`src/rtl/uart_tx_queue.sv`:
```
// uart_tx_queue
// Memory-mapped transmit queue between the CPU IO page and a byte-serial
// UART emitter. The CPU stores bytes into a DEPTH-entry FIFO through the data
// register. The queue presents them to the emitter over a valid/ready
// handshake, one byte per accepted transfer.
//
// Ports
//   clk          system clock, rising edge
//   resetn       asynchronous active-low reset
//   io_wordaddr  IO word address, one-hot decoded (DAT_BIT / CNTL_BIT)
//   io_wr        IO write strobe
//   io_wdata     IO write data (data reg: [7:0]; control: [0]=flush, [1]=clear ovf)
//   io_rdata     status word when CNTL is addressed, else zero (combinational)
//   tx_data      byte at the head of the FIFO
//   tx_valid     FIFO not empty
//   tx_ready     emitter accepts the byte this cycle
//
// Status word: [7:0] count, [8] empty, [9] full (legacy busy), [10] ovf,
//              [11] drained (empty and emitter ready).
module uart_tx_queue #(
   parameter int DEPTH_LOG2 = 4,
   parameter int DAT_BIT    = 1,
   parameter int CNTL_BIT   = 2
) (
   input  logic        clk,
   input  logic        resetn,
   input  logic [13:0] io_wordaddr,
   input  logic        io_wr,
   input  logic [31:0] io_wdata,
   output logic [31:0] io_rdata,
   output logic [7:0]  tx_data,
   output logic        tx_valid,
   input  logic        tx_ready
);

   localparam int DEPTH = 1 << DEPTH_LOG2;
   localparam logic [DEPTH_LOG2:0]   DEPTH_CNT = {1'b1, {DEPTH_LOG2{1'b0}}};
   localparam logic [DEPTH_LOG2:0]   CNT_ONE   = {{DEPTH_LOG2{1'b0}}, 1'b1};
   localparam logic [DEPTH_LOG2-1:0] PTR_ONE   = {{(DEPTH_LOG2 - 1){1'b0}}, 1'b1};

   logic [7:0]            mem_q [DEPTH];
   logic [DEPTH_LOG2-1:0] rd_ptr_q, rd_ptr_d;
   logic [DEPTH_LOG2-1:0] wr_ptr_q, wr_ptr_d;
   logic [DEPTH_LOG2:0]   count_q, count_d;
   logic                  ovf_q, ovf_d;

   logic push_req, cntl_wr, flush, ovf_clr;
   logic full, empty, push_ok, push_rej, pop;
   logic [7:0] count_ext;

   assign push_req = io_wr & io_wordaddr[DAT_BIT];
   assign cntl_wr  = io_wr & io_wordaddr[CNTL_BIT];
   assign flush    = cntl_wr & io_wdata[0];
   assign ovf_clr  = cntl_wr & io_wdata[1];

   assign full  = (count_q == DEPTH_CNT);
   assign empty = (count_q == '0);

   // Acceptance looks only at the occupancy at the start of the cycle, so a
   // push into a full FIFO is rejected even if a pop frees a slot this cycle.
   // A flush discards the push outright and does not count as an overflow.
   assign push_ok  = push_req & ~full & ~flush;
   assign push_rej = push_req &  full & ~flush;
   assign pop      = tx_valid & tx_ready;

   assign tx_valid = ~empty;
   assign tx_data  = mem_q[rd_ptr_q];

   assign count_ext = 8'(count_q);
   assign io_rdata  = io_wordaddr[CNTL_BIT]
                      ? {20'b0, empty & tx_ready, ovf_q, full, empty, count_ext}
                      : 32'b0;

   always_comb begin
      rd_ptr_d = rd_ptr_q;
      wr_ptr_d = wr_ptr_q;
      count_d  = count_q;
      ovf_d    = ovf_q;

      if (flush) begin
         rd_ptr_d = '0;
         wr_ptr_d = '0;
         count_d  = '0;
      end else begin
         if (push_ok) wr_ptr_d = wr_ptr_q + PTR_ONE;
         if (pop)     rd_ptr_d = rd_ptr_q + PTR_ONE;
         case ({push_ok, pop})
            2'b10:   count_d = count_q + CNT_ONE;
            2'b01:   count_d = count_q - CNT_ONE;
            default: count_d = count_q;
         endcase
      end

      // A fresh overflow outranks a same-cycle clear so it is never lost.
      if (push_rej)     ovf_d = 1'b1;
      else if (ovf_clr) ovf_d = 1'b0;
   end

   always_ff @(posedge clk or negedge resetn) begin
      if (!resetn) begin
         rd_ptr_q <= '0;
         wr_ptr_q <= '0;
         count_q  <= '0;
         ovf_q    <= 1'b0;
      end else begin
         rd_ptr_q <= rd_ptr_d;
         wr_ptr_q <= wr_ptr_d;
         count_q  <= count_d;
         ovf_q    <= ovf_d;
      end
   end

   // Storage is intentionally not reset; the head is only observed when
   // tx_valid is high.
   always_ff @(posedge clk) begin
      if (push_ok) mem_q[wr_ptr_q] <= io_wdata[7:0];
   end

   // Address bits other than the two decoded ones, and the upper write-data
   // bits, have no function here.
   logic unused_bits;
   assign unused_bits = ^{io_wordaddr, io_wdata[31:8]};

endmodule

```
`config.mk`:
```
export PLATFORM = sky130hd
export DESIGN_NAME = uart_tx_queue
export DESIGN_NICKNAME = d
export VERILOG_FILES = /design/src/rtl/uart_tx_queue.sv
export SDC_FILE = /design/constraint.sdc
export NUM_CORES = 1
export LEC_CHECK = 0
export ABC_AREA = 0
export BUFFER_PORTS_ARGS = -buffer_cell sky130_fd_sc_hd__buf_2
export CAP_MARGIN = 20
export CORE_ASPECT_RATIO = 2
export CORE_UTILIZATION = 57
export CTS_BUF_LIST = sky130_fd_sc_hd__clkbuf_16
export DETAILED_ROUTE_END_ITERATION = 10
export GPL_ROUTABILITY_DRIVEN = 1
export GPL_TIMING_DRIVEN = 1
export PLACE_DENSITY = 0.8
export SLEW_MARGIN = 0
export SYNTH_ARGS = -nofsm -noshare
export SYNTH_HDL_FRONTEND = slang
export SYNTH_SLANG_ARGS = --single-unit
```
`constraint.sdc`:
```
create_clock -name clk -period 3 [get_ports clk]
set_input_delay 0.6 -clock clk [delete_from_list [all_inputs] [get_ports clk]]
set_output_delay 0.6 -clock clk [all_outputs]
set_load 0.005 [all_outputs]
```
==> impl_metrics.env, run 1 <==
export IMPL_finalClockSkew_ns=0.00561
export IMPL_grt_pass1_vias=3323
export IMPL_die_x_um=75.1
export IMPL_fin_setup_tns_ns=0
export IMPL_yosysWarnings=0
export IMPL_drtIter0Drc=200
export IMPL_crit_arrival_ns=2.27
export IMPL_status="finished clean"
export IMPL_root_buffer="clkbuf_16"
export IMPL_critPathMaxFanout=16
export IMPL_rows=53
export IMPL_remaining_drc_errors=0
export IMPL_period_minus_slack_ns=2.87
export IMPL_ios=91
export IMPL_syn_area_mm2=0.00609
export IMPL_num_nets_final=450
export IMPL_finalSetupViolCount=0
export IMPL_final_min_period_over_clock_period=0.955
export IMPL_viasPerCell=5.89
export IMPL_yosys_register_bits=142
export IMPL_place_congestion=0.769
export IMPL_crit_path_end_kind="output port"
export IMPL_n_antenna_cell=0
export IMPL_r2r_slack_ns=0.42
export IMPL_cts_tree="built"
export IMPL_grt_pass1_wl_mm=18.9
export IMPL_vdd_ir_drop_worst_mv=0.614
export IMPL_core_area_mm2=0.0105
export IMPL_synth_top_area_share=0.631
export IMPL_worst_setup_path_start_kind="register"
export IMPL_ys_top_cells_by_count="edfxtp_1, mux4_2, buf_4"
export IMPL_first_pass_iters=4
export IMPL_portBuffers=31
export IMPL_syn_area_per_cell_um2=18.3
export IMPL_drt_wirelength_per_cell_um=22.4
export IMPL_drv_slew=0
export IMPL_crit_required_ns=2.40
export IMPL_power_density_mw_per_mm2=863
export IMPL_async_flop_share=0.0986
export IMPL_relSlewSlack=0.551
export IMPL_p_leak_uw=0.00248
export IMPL_cts_clk_slew_worst_paths_ns=0.06
export IMPL_cts_max_path_buffers=2
export IMPL_dpl_hpwl_mm=8.02
export IMPL_yosysMostFrequentCell="edfxtp_1"
export IMPL_grt_use_total=0.253
export IMPL_rsz0062_at_grt="false"
export IMPL_nFillCells=731
export IMPL_max_freq_mhz=349
export IMPL_htree_levels=4
export IMPL_cts_sinks=142
export IMPL_synth_edff_count=128
export IMPL_worst_hold_path_type="in2async"
export IMPL_worstMarginPinSlew_ns=0.674
export IMPL_worstSetupPathType="reg2out"
export IMPL_dieHeight_um=148
export IMPL_synthTopCellsByArea="edfxtp_1, mux4_2, dfrtp_1, buf_4, ha_1"
export IMPL_cts_made_buffers=17
export IMPL_die_area_mm2=0.0111
export IMPL_clk_latency_ns=0.41
export IMPL_overflow=0
export IMPL_ant_nets=0
export IMPL_antenna_found_initial=0
export IMPL_grt_max_degree=20
export IMPL_hold_viol_final=0
export IMPL_vias=3193
export IMPL_synth_ff_type="edfxtp_1"
export IMPL_start_util=0.581
export IMPL_finish_utilization=0.671
export IMPL_synth_seq_area_share=0.689
export IMPL_drv_cap=0
export IMPL_area_growth_pct=15.5
export IMPL_yosys_area_top_type="edfxtp_1"
export IMPL_netlist_instances=333
export IMPL_final_layout_size_suffix_gt1_frac=0.343
export IMPL_synthDistinctLibCells=47
export IMPL_finalWirelength_mm=12.2
==> logic make-up after synthesis <==
kind of cell / Yosys count / synth area share
adder cells (fa/ha/maj): 7 / 0.0144
buffers and inverters: 46 / 0.0444
multiplexers: 42 / 0.151
AND/OR/NAND/NOR: 66 / 0.0615
XOR/XNOR: 10 / 0.0144
flip-flops: 142 / 0.689
AO/OA/AOI/OAI: 19 / 0.0243
other: 1 / 0.000616
==> cell type report <==
cell class | count | area, um2 | share of cell area
sequential | 142 | 4200 | 0.597
multi-input combinational | 167 | 1730 | 0.246
inverter | 7 | 26.3 | 0.00374
clock inverter | 14 | 106 | 0.0151
clock buffer | 17 | 425 | 0.0605
timing repair buffer | 58 | 374 | 0.0532
tap | 137 | 171 | 0.0244
==> metrics by stage <==
step / power (uW) / cell area (um2) / hold WS (ns) / instances / setup WS [ns]
2_1_floorplan: 3700 / 6170 / 0.304 / 355 / 0.436
3_3_place_gp: 4190 / 6490 / 0.478 / 511 / 0.416
3_5_place_dp: 4250 / 6490 / 0.507 / 511 / 0.378
4_1_cts: 6120 / 7030 / 0.0997 / 542 / 0.0273
5_1_grt: 6360 / 7030 / 0.107 / 542 / 0.0509
6_report: 6070 / 7030 / 0.0968 / 542 / 0.134
==> what timing repair did <==
action	CTS	global route
setup endpoints to repair	0	3
hold endpoints to repair	0	0
gates resized for setup	0	1
setup buffers	0	0
hold buffers	0	0
==> worst paths after layout <==
check	startpoint	to	depth (start not counted)
setup / recovery	rd_ptr_q[0]	tx_data[2]	4
hold / removal	resetn	ovf_q	1
setup reg to reg	count_q[0]	count_q[4]	10
hold reg to reg	ovf_q	ovf_q	1
max in group asynchronous	resetn	rd_ptr_q[0]	1
min in group clk	io_wr	ovf_q	3
==> layer usage <==
layer | global-route usage | wire (um) | vias to the layer above
met5 | 0 | 0 | -
met4 | 0.126 | 533 | 0
met3 | 0.0569 | 625 | 32
met2 | 0.431 | 6920 | 138
met1 | 0.293 | 4070 | 1629
li1 | - | - | 1394
==> registers in the layout, summed over array words and instances, names as in the netlist <==
| name | cells |
|---|---|
| count_q | 5 |
| mem_q | 128 |
| ovf_q | 1 |
| rd_ptr_q | 4 |
| wr_ptr_q | 4 |
==> power breakdown <==
part           switching, uW  internal, uW
combinational            799           919
clock                    756          1110
sequential               190          2290
total                   1750          4320
==> layout by cell type, fill, tap and decap left out, types with 2 or more instances in the layout <==
master        n
nand4_1       2
clkinvlp_4    6
clkbuf_16    17
edfxtp_1    128
dfrtp_1      13
buf_2        31
a21oi_1       4
xor2_1        7
and3_1        4
buf_4        25
xnor2_1       3
a21boi_1      2
nor4_2        5
nor2_1       22
ha_1          7
mux4_2       40
nand2_1       7
clkinv_1      2
conb_1       23
and2_1       12
inv_1         8
nor3_1        5
clkinv_2      4
==> worst max-delay path, stage by stage (launching register included) <==
cell and delay, ns:
dfrtp_2 0.39, buf_6 0.24, mux4_2 0.58, mux4_2 0.49
buf_2 0.14
No activity file was read; power rests on OpenSTA's default activity.
==> run 2, diff against run 1 <==
==> constraint.sdc (replaced) <==
create_clock -name clk -period 3 [get_ports clk]
set_input_delay 0.15 -clock clk [delete_from_list [all_inputs] [get_ports clk]]
set_output_delay 0.15 -clock clk [all_outputs]
set_load 0.005 [all_outputs]
==> impl_metrics.env, run 2 (synthesis gave the netlist of run 1 again) <==
export IMPL_core_area_mm2=0.0105
export IMPL_vdd_ir_drop_worst_mv=0.660
export IMPL_grt_max_degree=22
export IMPL_cts_made_buffers=17
export IMPL_dieHeight_um=148
export IMPL_finalSetupViolCount=0
export IMPL_final_area_mm2=0.00705
export IMPL_final_min_period_over_clock_period=0.928
export IMPL_postPlaceCellArea_mm2=0.00646
export IMPL_overflow=0
export IMPL_first_pass_iters=4
export IMPL_rsz0062_at_grt="false"
export IMPL_reg_largest_list="mem_q (128), count_q (5)"
export IMPL_cts_resized_gates=0
export IMPL_num_nets_final=446
export IMPL_viasPerCell=5.82
export IMPL_crit_path_top_delay_cell="or4_4"
export IMPL_relSlewSlack=0.559
export IMPL_cp_cell_sequence="or4_4 > o21ai_4 > nor2_1 > xor2_1 > ha_1 > nor2_1 > nor3_1 > nor3_2 > nor4b_1 > nor4_2"
export IMPL_drtIter0Drc=234
export IMPL_drv_slew=0
export IMPL_crit_required_ns=3.27
export IMPL_worstMarginPinSlew_ns=0.662
export IMPL_root_buffer="clkbuf_16"
export IMPL_final_layout_size_suffix_gt1_frac=0.331
export IMPL_remaining_drc_errors=0
export IMPL_cts_tree="built"
export IMPL_die_area_mm2=0.0111
export IMPL_period_minus_slack_ns=2.78
export IMPL_ios=91
export IMPL_finish_utilization=0.673
export IMPL_finalClockSkew_ns=0.00738
export IMPL_vias=3138
export IMPL_place_congestion=0.793
export IMPL_ant_nets=0
export IMPL_final_cell_mix="edfxtp_1, mux4_2, buf_2"
export IMPL_power_density_mw_per_mm2=881
export IMPL_htree_levels=4
export IMPL_clk_latency_ns=0.42
export IMPL_crit_path_end_kind="register"
export IMPL_cts_clk_slew_worst_paths_ns=0.06
export IMPL_die_x_um=75.1
export IMPL_worstSetupPathType="reg2reg"
export IMPL_fin_setup_tns_ns=0
export IMPL_start_util=0.581
export IMPL_cts_max_path_buffers=2
export IMPL_crit_arrival_ns=3.05
export IMPL_p_leak_uw=0.00250
export IMPL_final_common_cell="edfxtp_1"
export IMPL_largest_reg_flops=128
export IMPL_rows=53
export IMPL_portBuffers=31
export IMPL_finalWirelength_mm=11.9
export IMPL_antenna_found_initial=0
export IMPL_hold_viol_final=0
export IMPL_drt_wirelength_per_cell_um=22.1
export IMPL_max_freq_mhz=359
export IMPL_worst_hold_path_type="in2reg"
export IMPL_nFillCells=696
export IMPL_area_growth_pct=15.8
export IMPL_drv_cap=0
export IMPL_grt_use_total=0.246
export IMPL_n_antenna_cell=0
export IMPL_critPathMaxFanout=6
export IMPL_cts_sinks=142
export IMPL_dpl_hpwl_mm=7.89
export IMPL_slowest_delay_ns=0.63
export IMPL_status="finished clean"
export IMPL_grt_pass1_wl_mm=18.4
export IMPL_worst_setup_path_start_kind="register"
export IMPL_crit_path_frequent_cell="nor2_1"
export IMPL_grt_pass1_vias=3277
export IMPL_top_register="mem_q"
-- run 2: cell types whose count changed in the layout (fill, tap and decap cells not counted), moves of 2 or more --
cell / previous run / this run
buf_4: 25 / 21
clkinvlp_4: 6 / 3
bufinv_16: 1 / 3
clkinv_2: 4 / 2
clkinv_4: 0 / 2
inv_1: 8 / 10
-- run 2: final timing paths --
kind	start	endpoint	slack (ns)	depth (start not counted)
min in group asynchronous	resetn	ovf_q	0.18	2
hold reg to reg	ovf_q	ovf_q	0.51	1
setup reg to reg	count_q[0]	count_q[4]	0.22	10
max in group asynchronous	resetn	rd_ptr_q[0]	2.54	2
hold / removal	io_wr	ovf_q	0.07	3
setup / recovery	count_q[0]	count_q[4]	0.22	10
-- run 2: where the power goes --
group          internal, uW  total [uW]  switching (uW)  leakage (uW)
logic                   895        1640             746      0.000885
registers              2290        2520             228       0.00133
clock network          1290        2050             765      0.000288
total                  4470        6210            1740       0.00250
-- run 2: area by class of cell --
type	count	area (um2)	share of cell area
sequential	142	4200	0.595
multi-input combinational	167	1730	0.245
clock buffer	17	425	0.0603
timing repair buffer	54	343	0.0486
tap	137	171	0.0243
clock inverter	15	159	0.0225
inverter	7	26.3	0.00373
-- run 2: critical path: cells and delay by family (launching register included) --
family / cells / cell delay [ns]
and+or+nand+nor: 7 / 1.57
xor gates and xnor gates: 1 / 0.18
adders and majority gates: 1 / 0.22
DFF: 1 / 0.47
AOI/OAI and AO/OA: 1 / 0.20
-- run 2: repair_timing --
item	in CTS	in global routing
hold buffers	1	0
buffers inserted	0	0
hold endpoints to repair	14	0
-- run 2: layer usage --
layer	wire length [um]	global-route usage
met1	4150	0.287
met2	6750	0.410
met3	520	0.0481
met4	469	0.148
met5	0	0
-- run 2: stage by stage --
step                worst slack [ns]  power (uW)  cells  hold slack, ns
finish                         0.217        6210    539          0.0707
floorplan                      0.541        3700    355          -0.146
CTS                            0.239        6250    539          0.0593
global placement               0.290        4150    506          0.0696
detailed placement             0.242        4210    506          0.0723
global route                  0.0142        6480    539          0.0847
==> run 3, diff against run 2 <==
--- a/config.mk
+++ b/config.mk
@@ -14,7 +14,7 @@
 export DETAILED_ROUTE_END_ITERATION = 10
 export GPL_ROUTABILITY_DRIVEN = 1
 export GPL_TIMING_DRIVEN = 1
-export PLACE_DENSITY = 0.8
+export PLACE_DENSITY_LB_ADDON = 0.08
 export SLEW_MARGIN = 0
 export SYNTH_ARGS = -nofsm -noshare
 export SYNTH_HDL_FRONTEND = slang
==> impl_metrics.env, run 3 (synthesis gave the netlist of run 1 again) <==
export IMPL_status="finished clean"
export IMPL_max_freq_mhz=378
export IMPL_worst_setup_path_start_kind="register"
export IMPL_crit_arrival_ns=2.50
export IMPL_cts_sinks=142
export IMPL_rr_endpoint="count_q[4]"
export IMPL_portBuffers=31
export IMPL_ant_nets=0
export IMPL_rsz0062_at_grt="false"
export IMPL_p_leak_uw=0.00249
export IMPL_top_register="mem_q"
export IMPL_finish_utilization=0.673
export IMPL_relSlewSlack=0.322
export IMPL_n_antenna_cell=0
export IMPL_finalWirelength_mm=11.9
export IMPL_start_util=0.581
export IMPL_crit_path_end_kind="output port"
export IMPL_final_common_cell="edfxtp_1"
export IMPL_fin_setup_tns_ns=0
export IMPL_finalPower_uw=6220
export IMPL_period_minus_slack_ns=2.65
export IMPL_drv_slew=0
export IMPL_drtIter0Drc=145
export IMPL_antenna_found_initial=0
export IMPL_vias=3116
export IMPL_overflow=0
export IMPL_core_area_mm2=0.0105
export IMPL_final_cell_mix="edfxtp_1, mux4_2, buf_2"
export IMPL_rows=53
export IMPL_root_buffer="clkbuf_16"
export IMPL_place_congestion=0.765
export IMPL_area_growth_pct=15.9
export IMPL_worstMarginPinSlew_ns=1.01
export IMPL_finalWorstSetupSlack_ns=0.352
export IMPL_grt_use_total=0.243
export IMPL_drv_cap=0
export IMPL_htree_levels=4
export IMPL_post_place_ws_ns=0.397
export IMPL_cts_clk_slew_worst_paths_ns=0.06
export IMPL_grt_max_degree=24
export IMPL_dieHeight_um=148
export IMPL_finalSetupViolCount=0
export IMPL_viasPerCell=5.78
export IMPL_final_layout_size_suffix_gt1_frac=0.343
export IMPL_hold_viol_final=0
export IMPL_die_x_um=75.1
export IMPL_crit_required_ns=2.85
export IMPL_dpl_hpwl_mm=8.09
export IMPL_vdd_ir_drop_worst_mv=0.504
export IMPL_largest_reg_flops=128
export IMPL_critPathMaxFanout=18
export IMPL_clk_latency_ns=0.42
export IMPL_reg2regPathDepth=10
export IMPL_die_area_mm2=0.0111
export IMPL_final_min_period_over_clock_period=0.883
export IMPL_worst_hold_path_type="in2reg"
export IMPL_r2r_slack_ns=0.40
export IMPL_timing_rr_start="count_q[0]"
export IMPL_first_pass_iters=4
export IMPL_startpoint="rd_ptr_q[0]"
export IMPL_nFillCells=755
export IMPL_finalClockSkew_ns=0.00556
export IMPL_cts_max_path_buffers=2
export IMPL_whs_ns=0.0675
export IMPL_endpoint="tx_data[4]"
export IMPL_worstSetupPathType="reg2out"
export IMPL_cts_made_buffers=17
export IMPL_num_nets_final=446
export IMPL_reg_largest_list="mem_q (128), count_q (5)"
export IMPL_power_density_mw_per_mm2=881
export IMPL_drt_wirelength_per_cell_um=22.1
export IMPL_remaining_drc_errors=0
export IMPL_grt_pass1_vias=3222
export IMPL_cts_setup_buffers=0
export IMPL_cts_tree="built"
export IMPL_ios=91
export IMPL_grt_pass1_wl_mm=18.1
-- run 3: routing by layer --
metal,GRT usage,up-vias,share of wire
li1,-,1386,-
met1,0.275,1624,0.36
met2,0.428,88,0.59
met3,0.0583,18,0.036
met4,0.0981,0,0.017
met5,0,-,0
-- run 3: power breakdown --
group | internal (uW) | leakage (uW) | switching [uW]
combinational | 911 | 0.000883 | 732
clock | 1230 | 0.000281 | 813
sequential | 2290 | 0.00133 | 239
total | 4430 | 0.00249 | 1780
-- run 3: worst min-delay path by stage --
| stage | depth (start not counted) | slack (ns) | startpoint | to |
|---|---|---|---|---|
| finish | 3 | 0.07 | io_wr | ovf_q |
| CTS | 3 | 0.06 | io_wr | ovf_q |
| global placement | 1 | 0.08 | resetn | count_q[4] |
| global route | 3 | 0.07 | io_wr | ovf_q |
| floorplan | 0 | -0.15 | resetn | count_q[0] |
| detailed placement | 1 | 0.08 | resetn | count_q[4] |
-- run 3: stage by stage --
step           area [um2]  instances
2_1_floorplan        6170        355
6_report             7050        539
3_5_place_dp         6460        506
4_1_cts              7050        539
3_3_place_gp         6460        506
5_1_grt              7050        539
-- run 3: repair_timing --
item,in CTS,in global routing
resized for setup,0,0
endpoints found under the hold margin,14,0
hold buffers,1,0
-- run 3: layout make-up --
type / instances / area [um2] / share of cell area
clock buffer: 17 / 425 / 0.0603
clock inverter: 15 / 163 / 0.0231
inverter: 7 / 26.3 / 0.00372
multi-input combinational: 167 / 1730 / 0.245
sequential: 142 / 4200 / 0.595
tap: 137 / 171 / 0.0243
timing repair buffer: 54 / 343 / 0.0486
-- run 3: worst max-delay path, stage by stage (launching register included) --
cell and delay (ns):
dfrtp_2 0.65, buf_12 0.26, mux4_2 0.56, mux4_2 0.46, buf_2 0.14
